--- src/rtl/fifo_pkg.sv ---
// Shared helpers for the byte FIFOs: byte width, ceil-log2 and pointer-width sizing.
package fifo_pkg;

  localparam int BYTE = 8;

  function automatic int clog2(input int value);
    int r;
    int v;
    r = 0;
    v = value - 1;
    while (v > 0) begin
      r++;
      v = v >> 1;
    end
    return r;
  endfunction

  // Index width for a table of `depth` entries, never narrower than one bit.
  function automatic int ptr_w(input int depth);
    return (clog2(depth) < 1) ? 1 : clog2(depth);
  endfunction

endpackage

--- src/rtl/fifo_mi_lane.sv ---
// Maps a multi-byte write starting at tail onto storage slots: per-slot write
// enable plus which data_i lane feeds that slot, with wrap past the last slot.
module fifo_mi_lane
  import fifo_pkg::*;
#(
  parameter int INCUT       = 4,
  parameter int FIFO_LENGTH = 64
) (
  input  logic [ptr_w(FIFO_LENGTH)-1:0] tail,
  input  logic [5:0]                    w_count,
  input  logic                          accept,
  output logic [FIFO_LENGTH-1:0]        slot_we,
  output logic [ptr_w(INCUT)-1:0]       slot_sel [FIFO_LENGTH]
);

  localparam int PW = ptr_w(FIFO_LENGTH);
  localparam int AW = PW + 1;
  localparam int LW = ptr_w(INCUT);

  logic [AW-1:0] tail_ext;
  assign tail_ext = {1'b0, tail};

  for (genvar gi = 0; gi < FIFO_LENGTH; gi++) begin : g_slot
    localparam logic [AW-1:0] SLOT      = AW'(gi);
    localparam logic [AW-1:0] SLOT_WRAP = AW'(gi + FIFO_LENGTH);
    logic [AW-1:0] off;

    // Distance of this slot from tail, going forward around the ring.
    assign off           = (SLOT >= tail_ext) ? (SLOT - tail_ext) : (SLOT_WRAP - tail_ext);
    assign slot_we[gi]   = accept && (32'(off) < 32'(w_count));
    assign slot_sel[gi]  = LW'(off);
  end

endmodule

--- src/rtl/fifo_mi.sv ---
// Multi-input byte FIFO: queues 1..INCUT bytes per write (all or nothing),
// drains one byte per read with first-word-fall-through output.
module fifo_mi
  import fifo_pkg::*;
#(
  parameter int INCUT       = 4,
  parameter int FIFO_LENGTH = 64
) (
  input  logic                               clk,
  input  logic                               reset,
  input  logic                               enable,
  input  logic [INCUT*8-1:0]                 data_i,
  input  logic                               w_en,
  input  logic [5:0]                         w_count,
  output logic                               w_drop,
  input  logic                               r_en,
  output logic [7:0]                         data_o,
  output logic                               empty,
  output logic                               full,
  output logic [clog2(FIFO_LENGTH+1)-1:0]    level,
  output logic [clog2(FIFO_LENGTH+1)-1:0]    space
);

  localparam int PW  = ptr_w(FIFO_LENGTH);
  localparam int AW  = PW + 1;
  localparam int LVW = clog2(FIFO_LENGTH + 1);
  localparam int LW  = ptr_w(INCUT);

  logic [BYTE-1:0] mem_q [FIFO_LENGTH];
  logic [BYTE-1:0] mem_d [FIFO_LENGTH];
  logic [PW-1:0]   head_q, head_d, tail_q, tail_d;
  logic [LVW-1:0]  level_q, level_d, space_w;
  logic            w_drop_q, w_drop_d;

  logic                 wc_ok, accept, pop;
  logic [AW-1:0]        tail_sum, head_sum;
  logic [FIFO_LENGTH-1:0] slot_we;
  logic [LW-1:0]        slot_sel [FIFO_LENGTH];
  logic [BYTE-1:0]      lane_byte [INCUT];

  for (genvar gi = 0; gi < INCUT; gi++) begin : g_lane
    assign lane_byte[gi] = data_i[gi*BYTE +: BYTE];
  end

  fifo_mi_lane #(
    .INCUT       (INCUT),
    .FIFO_LENGTH (FIFO_LENGTH)
  ) u_lane (
    .tail     (tail_q),
    .w_count  (w_count),
    .accept   (accept),
    .slot_we  (slot_we),
    .slot_sel (slot_sel)
  );

  always_comb begin
    space_w  = LVW'(FIFO_LENGTH) - level_q;
    // Acceptance looks only at pre-edge space; a same-cycle read gives no credit.
    wc_ok    = (w_count != 6'd0) && (int'(w_count) <= INCUT) && (int'(w_count) <= int'(space_w));
    accept   = enable && w_en && wc_ok;
    w_drop_d = enable && w_en && (w_count != 6'd0) && !wc_ok;
    pop      = enable && r_en && (level_q != '0);

    tail_sum = {1'b0, tail_q} + AW'(w_count);
    head_sum = {1'b0, head_q} + AW'(1);

    tail_d = tail_q;
    if (accept) begin
      tail_d = (tail_sum >= AW'(FIFO_LENGTH)) ? PW'(tail_sum - AW'(FIFO_LENGTH)) : PW'(tail_sum);
    end

    head_d = head_q;
    if (pop) begin
      head_d = (head_sum >= AW'(FIFO_LENGTH)) ? PW'(head_sum - AW'(FIFO_LENGTH)) : PW'(head_sum);
    end

    level_d = level_q + (accept ? LVW'(w_count) : '0) - LVW'(pop);
  end

  for (genvar gi = 0; gi < FIFO_LENGTH; gi++) begin : g_mem
    assign mem_d[gi] = slot_we[gi] ? lane_byte[slot_sel[gi]] : mem_q[gi];
  end

  // Storage is deliberately not cleared by reset.
  always_ff @(posedge clk) begin
    mem_q <= mem_d;
  end

  always_ff @(posedge clk) begin
    if (reset) begin
      head_q   <= '0;
      tail_q   <= '0;
      level_q  <= '0;
      w_drop_q <= 1'b0;
    end else begin
      head_q   <= head_d;
      tail_q   <= tail_d;
      level_q  <= level_d;
      w_drop_q <= w_drop_d;
    end
  end

  assign level  = level_q;
  assign space  = space_w;
  assign empty  = (level_q == '0);
  assign full   = (level_q == LVW'(FIFO_LENGTH));
  assign w_drop = w_drop_q;
  assign data_o = (level_q != '0) ? mem_q[head_q] : 8'h00;

endmodule

--- config.mk ---
export PLATFORM = sky130hd
export DESIGN_NAME = fifo_mi
export DESIGN_NICKNAME = d
export VERILOG_FILES = /design/src/rtl/fifo_pkg.sv /design/src/rtl/fifo_mi_lane.sv /design/src/rtl/fifo_mi.sv
export SDC_FILE = /design/constraint.sdc
export NUM_CORES = 1
export LEC_CHECK = 0
export CORE_UTILIZATION = 30
export CTS_BUF_LIST = sky130_fd_sc_hd__clkbuf_8
export CTS_CLUSTER_SIZE = 16
export DETAILED_ROUTE_END_ITERATION = 12
export PLACE_DENSITY = 0.44
export REMOVE_ABC_BUFFERS = 1
export SETUP_SLACK_MARGIN = 0.15
export SLEW_MARGIN = 30
export SYNTH_ARGS = -nofsm -noshare
export SYNTH_HDL_FRONTEND = slang
export SYNTH_SLANG_ARGS = --single-unit
--- constraint.sdc ---
create_clock -name clk -period 6.6 [get_ports clk]
set_clock_uncertainty 0.1 [all_clocks]
set_input_delay 1.32 -clock clk [delete_from_list [all_inputs] [get_ports clk]]
set_output_delay 1.32 -clock clk [all_outputs]
set_load 0.02 [all_outputs]
# Word level (Yosys, flattened, before mapping)
# Index checks and enable logic that the tools add are counted.
[word_totals]
reg_bits = 532
latchBits = 0
ramBits = 0
rom_bits = 0
output_inout_bits = 25
elab_cells = 805
memories = 0
[op_classes]
add_sub_neg = 135
n_mul = 0
div = 0
n_lt_le_gt_ge = 197
eq_ne = 1
shift = 0
n_mux = 263
bitwise = 65
n_reduce_logical = 76
[ops]
columns = ["operator", "n"]
rows = [
  ["$mux W8", 131],
  ["$bmux W8 S2", 64],
  ["$lt A7 B6 Y1", 64],
  ["$mux W7", 64],
  ["$sub A7 B6 Y7 const A", 64],
  ["$sub A6 B6 Y7 const A", 32],
  ["$ge A3 B3 Y1 const B", 64],
  ["$ge A6 B6 Y1 const A", 32],
  ["$not A2 Y3", 64],
  ["$sub A5 B6 Y7 const A", 16],
  ["$ge A5 B6 Y1 const A", 16],
  ["$logic_and A1 B1 Y1", 72],
  ["$sub A4 B6 Y7 const A", 8],
  ["$bmux W8 S6", 1],
  ["$ge A4 B6 Y1 const A", 8],
  ["$sub A3 B6 Y7 const A", 4],
  ["$ge A3 B6 Y1 const A", 4],
  ["$ge A7 B7 Y1 const B", 3],
  ["$mux W6", 3],
  ["$sub A1 B6 Y7 const A", 2],
  ["$sub A2 B6 Y7 const A", 2],
  ["$ge A1 B6 Y1 const A", 2],
  ["$ge A2 B6 Y1 const A", 2],
  ["$sub A6 B1 Y6 const B", 2],
  ["13 further kinds", 13],
]

# Logic depth before layout (Yosys ltp)
# Gate-level depths: netlist (run 1).
[logic_depth]
ltp_word = 7
mapped_depth = 21
depth_no_buf = 21

# Cells and area by module
# From an unflattened synthesis (run 1), not the netlist that was laid out.
[hier_totals]
cells_unflattened = 3004
area_unflattened_um2 = 41908.9
[modules_own_cells]
columns = ["mod", "instances", "cells_each", "area_each_um2", "seq_area_each_um2"]
rows = [
  ["fifo_mi", 1, 1916, 33917.5, 15775.1],
  ["fifo_mi_lane", 1, 1088, 7991.4, 0.0],
]

# Worst setup path before layout (run 1)
# No wires, ideal clock.
[synth_path]
path_kind = "in2reg"
start = "input port w_count[5]"
end = "register level_q[6] (netlist: level[6])"
setup_time_ns = 0.087
arrival_ns = 5.473
path_slack_ns = 0.940
stages = 16
path_cell_list = "inv_1 > nand3_1 > o311ai_0 > nor3_2 > nand2_1 > ha_1 > inv_1 > ha_1 > inv_1 > fa_1 > nor2b_1 > o21ai_0 > a21boi_0 > o21a_1 > o21ai_0 > o31ai_1"
[synth_via]
elab_chain_cells = 7
word_cells_on_any_way = 9
cone_classes = "add/sub (2); order compare (2); mux (1); reduce/logical (4)"
[synth_rtl]
columns = ["element", "line", "rtl"]
rows = [
  ["start: declaration", "fifo_mi.sv:14", "input logic [5:0] w_count,"],
  ["$le A6 B3 Y1 or $reduce_bool A6 Y1 (tied branches)", "fifo_mi.sv:59", "wc_ok = (w_count != 6'd0) && (int'(w_count) <= INCUT) && (int'(w_count) <= int'(space_w));"],
  ["$logic_and A1 B1 Y1 (2 in series)", "fifo_mi.sv:59", ""],
  ["$logic_and A1 B1 Y1", "fifo_mi.sv:60", "accept = enable && w_en && wc_ok;"],
  ["$mux W6 *", "fifo_mi.sv:77", "level_d = level_q + (accept ? LVW'(w_count) : '0) - LVW'(pop);"],
  ["$add A7 B6 Y7 *", "fifo_mi.sv:77", ""],
  ["$sub A7 B1 Y7 *", "fifo_mi.sv:77", ""],
  ["end signal: assignment", "fifo_mi.sv:98", "level_q <= level_d;"],
  ["end: declaration", "fifo_mi.sv:32", "logic [LVW-1:0] level_q, level_d, space_w;"],
]
# Every way passes the cells marked *; elsewhere a longest branch is shown, timed or not.
# A chain may end at the register's enable or synchronous reset.

# Worst setup path in the final report (run 1)
[layout_path]
start = "register head_q[0]"
end = "output port data_o[3]"
[layout_via]
elab_chain_cells = 5
[layout_rtl]
columns = ["element", "line", "rtl"]
rows = [
  ["start: declaration", "fifo_mi.sv:31", "logic [PW-1:0] head_q, head_d, tail_q, tail_d;"],
  ["start signal: assignment", "fifo_mi.sv:91", "head_q <= '0;"],
  ["start signal: assignment", "fifo_mi.sv:96", "head_q <= head_d;"],
  ["$not A6 Y7 (not written as such)", "fifo_mi.sv:108", "assign data_o = (level_q != '0) ? mem_q[head_q] : 8'h00;"],
  ["$bmux W8 S6", "fifo_mi.sv:108", ""],
  ["$mux W8 (not written as such) (2 in series)", "fifo_mi.sv:108", ""],
  ["$mux W8", "fifo_mi.sv:108", ""],
  ["end: declaration", "fifo_mi.sv:17", "output logic [7:0] data_o,"],
]
# Every way passes these cells. The select of a mux whose other input is x is not followed.

==> results of run 1 <==
## power groups by stage
stage               Clock [mW]  Sequential, mW  Combinational, mW
floorplan                    0            4.03               1.08
global placement             0            3.96               1.92
detailed placement           0            3.96               1.92
CTS                       2.76            3.89               1.93
global route              2.90            3.89               2.06
finish                    2.71            3.89               1.92
## metrics by stage
| stage | hold WS (ns) | cell area (um2) | TNS, ns | util, % |
|---|---|---|---|---|
| 2_1_floorplan | 0.402 | 28100 | -16.05 | - |
| 5_1_grt | 0.460 | 33100 | 0 | 35.3 |
| 6_report | 0.411 | 33100 | 0 | 35.3 |
| 4_1_cts | 0.408 | 33100 | 0 | 35.2 |
| 3_5_place_dp | 0.397 | 31500 | 0 | 33.5 |
| 3_3_place_gp | 0.420 | 31500 | 0 | 33.5 |
## logic make-up (layout without fill, tap and decap cells)
kind of cell	after synthesis	in the layout
AO/OA/AOI/OAI	442	442
XOR/XNOR	99	99
adder cells (fa/ha/maj)	217	217
buffers and inverters	248	472
flip-flops	532	532
multiplexers	201	201
other	1	6
AND/OR/NAND/NOR	257	257
## final cells by class
type / count / area, um2
Clock inverter: 65 / 345
Inverter: 127 / 477
Sequential cell: 532 / 15800
Tap cell: 1254 / 1570
Antenna cell: 3 / 7.51
Fill cell: 9124 / 60800
Clock buffer: 91 / 1250
Timing Repair Buffer: 189 / 1630
Multi-Input combinational cell: 1219 / 12000
## cells in the final DEF (no fill, tap or decap), types with 5 or more instances in the layout
cell | synthesis | layout
nand3_1 | 18 | 18
buf_4 | 4 | 117
a22oi_1 | 22 | 22
xor2_1 | 19 | 19
a21oi_1 | 102 | 102
clkinv_1 | 4 | 29
nor3_1 | 10 | 10
o221ai_1 | 16 | 16
ha_1 | 215 | 215
o22ai_1 | 8 | 8
nor2_1 | 46 | 45
o21ai_0 | 35 | 35
a221oi_1 | 6 | 6
o21a_1 | 6 | 6
inv_1 | 122 | 145
a211oi_1 | 25 | 20
a21o_1 | 95 | 95
a211oi_2 | 0 | 5
nand2_1 | 111 | 111
a22o_1 | 12 | 12
and3_1 | 10 | 10
dfxtp_1 | 20 | 15
nor2b_1 | 26 | 25
clkdlybuf4s50_1 | 0 | 67
xnor2_1 | 80 | 80
a2111oi_0 | 9 | 8
mux2i_1 | 64 | 64
mux4_2 | 134 | 134
edfxtp_1 | 512 | 512
a31oi_1 | 13 | 13
clkbuf_8 | 0 | 91
nand2b_1 | 13 | 13
a2111oi_2 | 39 | 43
o31ai_1 | 7 | 7
nand4_1 | 8 | 8
clkinv_2 | 0 | 6
## registers in the layout, indices dropped and copies added (netlist names)
name and cells:
mem_q 512, level 7, head_q 6, tail_q 6
w_drop 1
## worst reg2reg max path, delay by kind of cell, from the launching register on
family | cells | cell delay, ns
buf+inv | 4 | 0.39
compound gates | 7 | 1.22
fa+ha+maj | 5 | 1.36
simple gates | 5 | 0.77
xor+xnor | 1 | 0.29
flops | 1 | 0.45
## worst min-delay path by stage
stage / endpoint / startpoint / cells after the start / slack [ns]
final: tail_q[5] / tail_q[5] / 2 / 0.41
after detailed placement: tail_q[5] / tail_q[5] / 2 / 0.40
after global placement: tail_q[5] / tail_q[5] / 2 / 0.42
after floorplan: head_q[5] / head_q[5] / 2 / 0.40
after CTS: tail_q[5] / tail_q[5] / 2 / 0.41
after global routing: tail_q[5] / tail_q[5] / 2 / 0.46
## per-layer routing
layer | vias to the layer above | wire (um)
met4 | 2 | 2030
met3 | 117 | 6070
met5 | - | 13
met1 | 9797 | 47100
li1 | 8151 | -
met2 | 674 | 50700
==> results by group, run 1 <==
Run status
  – Outcome: finished, final reports clean

Synth
  – XOR/XNOR Fraction of Synth Area: 3.03%
  – Simple-Gate Fraction of Synth Area: 4.21%
  – Adder-cell share of the synthesized area: 9.54%
  – Mapped cell area: 28600 um2
  – Mapped Avg Cell Area: 14.3 um2
  – Multiplexer share of the synthesized area: 12.9%
  – Top-count cell post-synth: edfxtp_1
  – Cells after Synth: 1997
  – Largest cells by area after synthesis: edfxtp_1 54%, mux4_2 11%, ha_1 9.4%
  – Commonest cells post-synth: 512 x edfxtp_1, 215 x ha_1, 134 x mux4_2
  – Leading register cell type out of synthesis: edfxtp_1
  – Number of flops mapped to enable cells by yosys: 512
  – #FFs+latches synth: between 500 and 600
  – Library cells used by synthesis: 68
  – Ys Warns: 0
  – Post-synth top area cell: edfxtp_1
  – Compound-gate portion of the synthesized area: 11.8%
  – Async set-reset flop share out of synthesis: 0%
  – Largest family of logic cells by synthesized area: multiplexers
  – Yosys top cell area share: 53.7%
  – Seq/Total Area, Yosys: 55.1%

Power
  – Power Density: 257 nW/um2
  – Internal Power: 5.90 mW
  – LEAKAGE: 11.8 nW
  – Max VDD drop: 165 uV
  – Sw Pwr: 2.61 mW
  – Clock Power Share: 31.8%
  – Seq pwr share: 45.7%
  – Switching fraction of total power: 30.7%
  – Pwr Total: 8.51 mW
  – Share of total power in combinational logic: about 23%

Floorplanning
  – Die area: between 90000 and 100000 um2
  – Die Y: 311 um
  – FP Rows: ~110
  – Initial Util: 30.5%
  – IO Pins: between 60 and 70
  – CORE AREA: ~94000 um2
  – Die extent in x: 311 um

Timing
  – Final setup margin: 1.08 ns
  – Slew Limit Headroom: 31.8%
  – Max Clk Rate: between 150 and 200 MHz
  – Min Tclk post-route: 5.52 ns
  – Worst Max-Slew Pin Slew: roughly 1.0 ns
  – RSZ-0062 raised after global routing: false
  – Final Max Slew Viols: 0
  – Endpoints failing setup: 0
  – Final hold vios: 0
  – Fin crit share: roughly 84%

Place
  – Placed Instances: 3318
  – Dpl hpwl: 71100 um
  – GP Congestion: slightly below 0.9
  – Pre-CTS WS: around 1.2 ns
  – Buffers on Ports: 67

Clocking
  – CTS tree: done
  – TritonCTS Buffers: 90
  – Post-CTS Setup Inserts: 0
  – Clk slew on worst S/H paths: 0.06 ns
  – CTS resizes: 0
  – CTS Hold Bufs: 0
  – H-tree levels: 3
  – CTS Buffer Depth: 3
  – Clk_lat worst skew: 0.65 ns
  – Number of clock sinks: roughly 530
  – CTS root buffer: clkbuf_8

Worst setup path
  – Crit. End Element: output pin
  – Register-to-register setup slack: 1.95 ns
  – Worst Setup Start Kind: flop
  – Critical-path cell list: buf_12 -> mux4_2 -> a22oi_1 -> a21oi_1 -> a22o_1 -> clkdlybuf4s50_1
  – Reg2reg end: level[6]
  – R2R Path Start: level[0]
  – Worst EP required: slightly above 5 ns
  – FF-to-FF path depth: 22
  – Arrival @ worst endpoint: 4.10 ns
  – Crit-path max cell delay: around 0.68 ns
  – CP Max Fanout: 46
  – CP Launch Point: head_q[0]
  – Critical Path Slowest Stage Cell: a22oi_1
  – Worst setup path end: data_o[3]
  – Crit Path Class: flop to output pin
  – Worst path bufs/invs: 2
  – Critical path's top delay family: compound AO/OA/AOI/OAI gates
  – Critical Path Stages: 6

Routing
  – DRT antenna net count: 0
  – Vias per inst: 5.39
  – DRC viols: 0
  – DRT iter0 DRCs: 2282
  – Routed len/inst: 30.4 um
  – Via count: 18700
  – Routed wire length: 106000 um
  – DRT Pass-1 Iters: 5

Finish
  – Nets: 2419
  – Share of cells above drive strength 1: around a fifth
  – Fin cells: 3480
  – Area growth from synthesis to final layout: 15.7%

Global route
  – Most used routing layer: met2
  – Vias in the first global route: 18900
  – First-pass GRT wire length: 148000 um
  – Largest net degree at the start of global routing: 51
  – Met3 usage: under 10%
  – Gr ovfl total: 0
  – Aggregate global-route resource usage: a little over a fifth
  – Global Route met2 Usage: 35.5%
  – Initial antenna violation count: 11
  – GR Util met1: approximately 30%

Hold path
  – Hold WC Path Type: flop to flop

Run
  – MaxCap Viol Count: 0
Note: power is estimated with default switching activity, not from simulation.
==> run 2: changes to the inputs <==
==> constraint.sdc (replaced) <==
create_clock -name clk -period 5.7 [get_ports clk]
set_clock_uncertainty 0.1 [all_clocks]
set_input_delay 1.14 -clock clk [delete_from_list [all_inputs] [get_ports clk]]
set_output_delay 1.14 -clock clk [all_outputs]
set_load 0.02 [all_outputs]
==> run 2 against run 1 <==
Against the previous run:
- hold slack improved by 0.043 ns
- design area up 0.19%
- clock-buffer cell count unchanged
- global-route usage is 0.16 points lower
- critical endpoint is now data_o[5]
- largest cell class unchanged
- largest power group unchanged
==> results by group, run 2 (same netlist as run 1, synthesis figures left out) <==
Floorplanning
  – Die Y: 311 um (unchanged)
  – Die extent in x: 311 um (unchanged)
  – CORE AREA: 93900 um2 (unchanged)
  – Die area: 96600 um2 (unchanged)
  – Initial Util: 30.5% (unchanged)
  – IO Pins: 68 (unchanged)
  – FP Rows: 112 (unchanged)

Routing
  – DRT iter0 DRCs: 1855 (-19%)
  – DRT antenna net count: 0 (unchanged)
  – Routed wire length: 105000 um (-1.1%)
  – DRC viols: 0 (unchanged)
  – Routed len/inst: 30.1 um (-1.2%)
  – Vias per inst: 5.38 (-0.18%)
  – DRT Pass-1 Iters: 5 (unchanged)
  – Via count: 18700 (-0.12%)

Timing
  – Final Max Slew Viols: 0 (unchanged)
  – RSZ-0062 raised after global routing: false
  – Min Tclk post-route: 5.38 ns
  – Endpoints failing setup: 0 (unchanged)
  – Setup TNS: 0 ns (unchanged)
  – Hold slack: 0.454 ns (+0.0430 ns)
  – Slew Limit Headroom: 32.8% (+1.0 points)
  – Worst Max-Slew Pin Slew: 0.983 ns (-0.0411 ns)
  – Final setup margin: 0.321 ns (-0.754 ns)
  – Final hold vios: 0 (unchanged)
  – Max Clk Rate: 186 MHz
  – Fin crit share: 94.4%

Finish
  – Nets: 2419 (unchanged)
  – Largest register by flop count: mem_q
  – Fillcell total: 9136 (+0.13%)
  – Area growth from synthesis to final layout: 15.9%
  – Commonest non-fill, non-tap cell in the layout: edfxtp_1
  – Max reg flops: 512 (unchanged)
  – Most frequent cells in the layout: 512 x edfxtp_1, 213 x ha_1, 159 x inv_1
  – Share of cells above drive strength 1: 19.8% (-0.081 points)
  – Post-Route Utilization: 35.3% (+0.068 points)
  – Fin cells: 3482 (+0.057%)
  – Design Area, Final: 33200 um2 (+0.19%)

Global route
  – Initial antenna violation count: 8 (-3)
  – Largest net degree at the start of global routing: 62 (+22%)
  – Aggregate global-route resource usage: 21.6% (-0.16 points)
  – Gr ovfl total: 0 (unchanged)
  – Vias in the first global route: 19000 (+0.84%)
  – First-pass GRT wire length: 147000 um (-0.70%)

Place
  – Placed Instances: 3320 (+0.060%)
  – Dpl hpwl: 69200 um (-2.7%)
  – Placed Area: 31500 um2 (+0.21%)
  – Buffers on Ports: 67 (unchanged)
  – GP Congestion: 0.808 (-6.5%)
  – Pre-CTS WS: 0.534 ns (-0.672 ns)

Power
  – Switching fraction of total power: 30.0% (-0.61 points)
  – Clock Power Share: 32.3% (+0.5 points)
  – Max VDD drop: 171 uV (+3.9%)
  – Share of total power in combinational logic: 22.3% (-0.2 points)
  – Internal Power: 6.93 mW (+17%)
  – Pwr Total: 9.90 mW (+16%)
  – Seq pwr share: 45.4% (-0.3 points)
  – Power Density: 299 nW/um2 (+16%)
  – LEAKAGE: 11.9 nW (+0.62%)
  – Sw Pwr: 2.98 mW (+14%)

Clocking
  – CTS tree: done
  – Number of clock sinks: 532 (unchanged)
  – H-tree levels: 3 (unchanged)
  – CTS resizes: 0 (unchanged)
  – CTS root buffer: clkbuf_8
  – CTS Buffer Depth: 3 (unchanged)
  – Clk_lat worst skew: 0.69 ns (+0.04 ns)
  – Clk slew on worst S/H paths: 0.06 ns (about the same)
  – TritonCTS Buffers: 91 (+1.1%)
  – Post-CTS Setup Inserts: 0 (unchanged)
  – CTS Hold Bufs: 0 (unchanged)

Hold path
  – Hold WC Path Type: flop to flop

Run
  – MaxCap Viol Count: 0 (unchanged)

Worst setup path
  – Crit Path Class: flop to output pin
  – Crit. End Element: output pin
  – Worst Setup Start Kind: flop
  – Arrival @ worst endpoint: 4.14 ns (+0.04 ns)
  – CP Max Fanout: 29 (-37%)
  – Worst EP required: 4.46 ns (-0.72 ns)

Run status
  – Outcome: finished, final reports clean
==> run 2: path summary, 6_finish.rpt <==
check | cells after the start | slack, ns | start | to
max | 6 | 0.32 | head_q[0] | data_o[5]
min | 2 | 0.45 | head_q[5] | head_q[5]
max reg2reg | 21 | 1.06 | level[0] | level[6]
min reg2reg | 2 | 0.45 | head_q[5] | head_q[5]
==> run 2: routing by layer <==
| layer | part of all wire, % | up-vias | track usage, % |
|---|---|---|---|
| met5 | 0 | - | 0 |
| met4 | 2.9 | 0 | 6.65 |
| met3 | 6.8 | 129 | 3.75 |
| met2 | 47 | 683 | 35.1 |
| met1 | 43 | 9740 | 29.3 |
| li1 | - | 8166 | - |
==> run 2: area by class of cell <==
| type | count | area (um2) | area share [%] |
|---|---|---|---|
| flip-flops and latches | 532 | 15800 | 47.6 |
| multi-input cells | 1219 | 12000 | 36.3 |
| repair buffers | 188 | 1650 | 4.97 |
| well taps | 1254 | 1570 | 4.73 |
| clock buffers | 91 | 1250 | 3.78 |
| inverters | 127 | 477 | 1.44 |
| clock inverters | 70 | 388 | 1.17 |
| diodes | 1 | 2.50 | 0.00754 |
==> run 2: power groups by stage <==
stage | clock, mW | sequential, mW | combinational (mW)
2_1_floorplan | 0 | 4.66 | 1.25
3_3_place_gp | 0 | 4.57 | 2.21
3_5_place_dp | 0 | 4.58 | 2.22
4_1_cts | 3.25 | 4.50 | 2.23
5_1_grt | 3.43 | 4.50 | 2.37
6_report | 3.20 | 4.49 | 2.21
==> run 2: critical path, cell delays in order (launching register included) <==
cell and delay [ns]:
dfxtp_4 0.55, buf_12 0.29, mux4_2 0.57, a2111oi_0 0.85, a21oi_1 0.25, a22o_1 0.33, clkdlybuf4s50_1 0.55
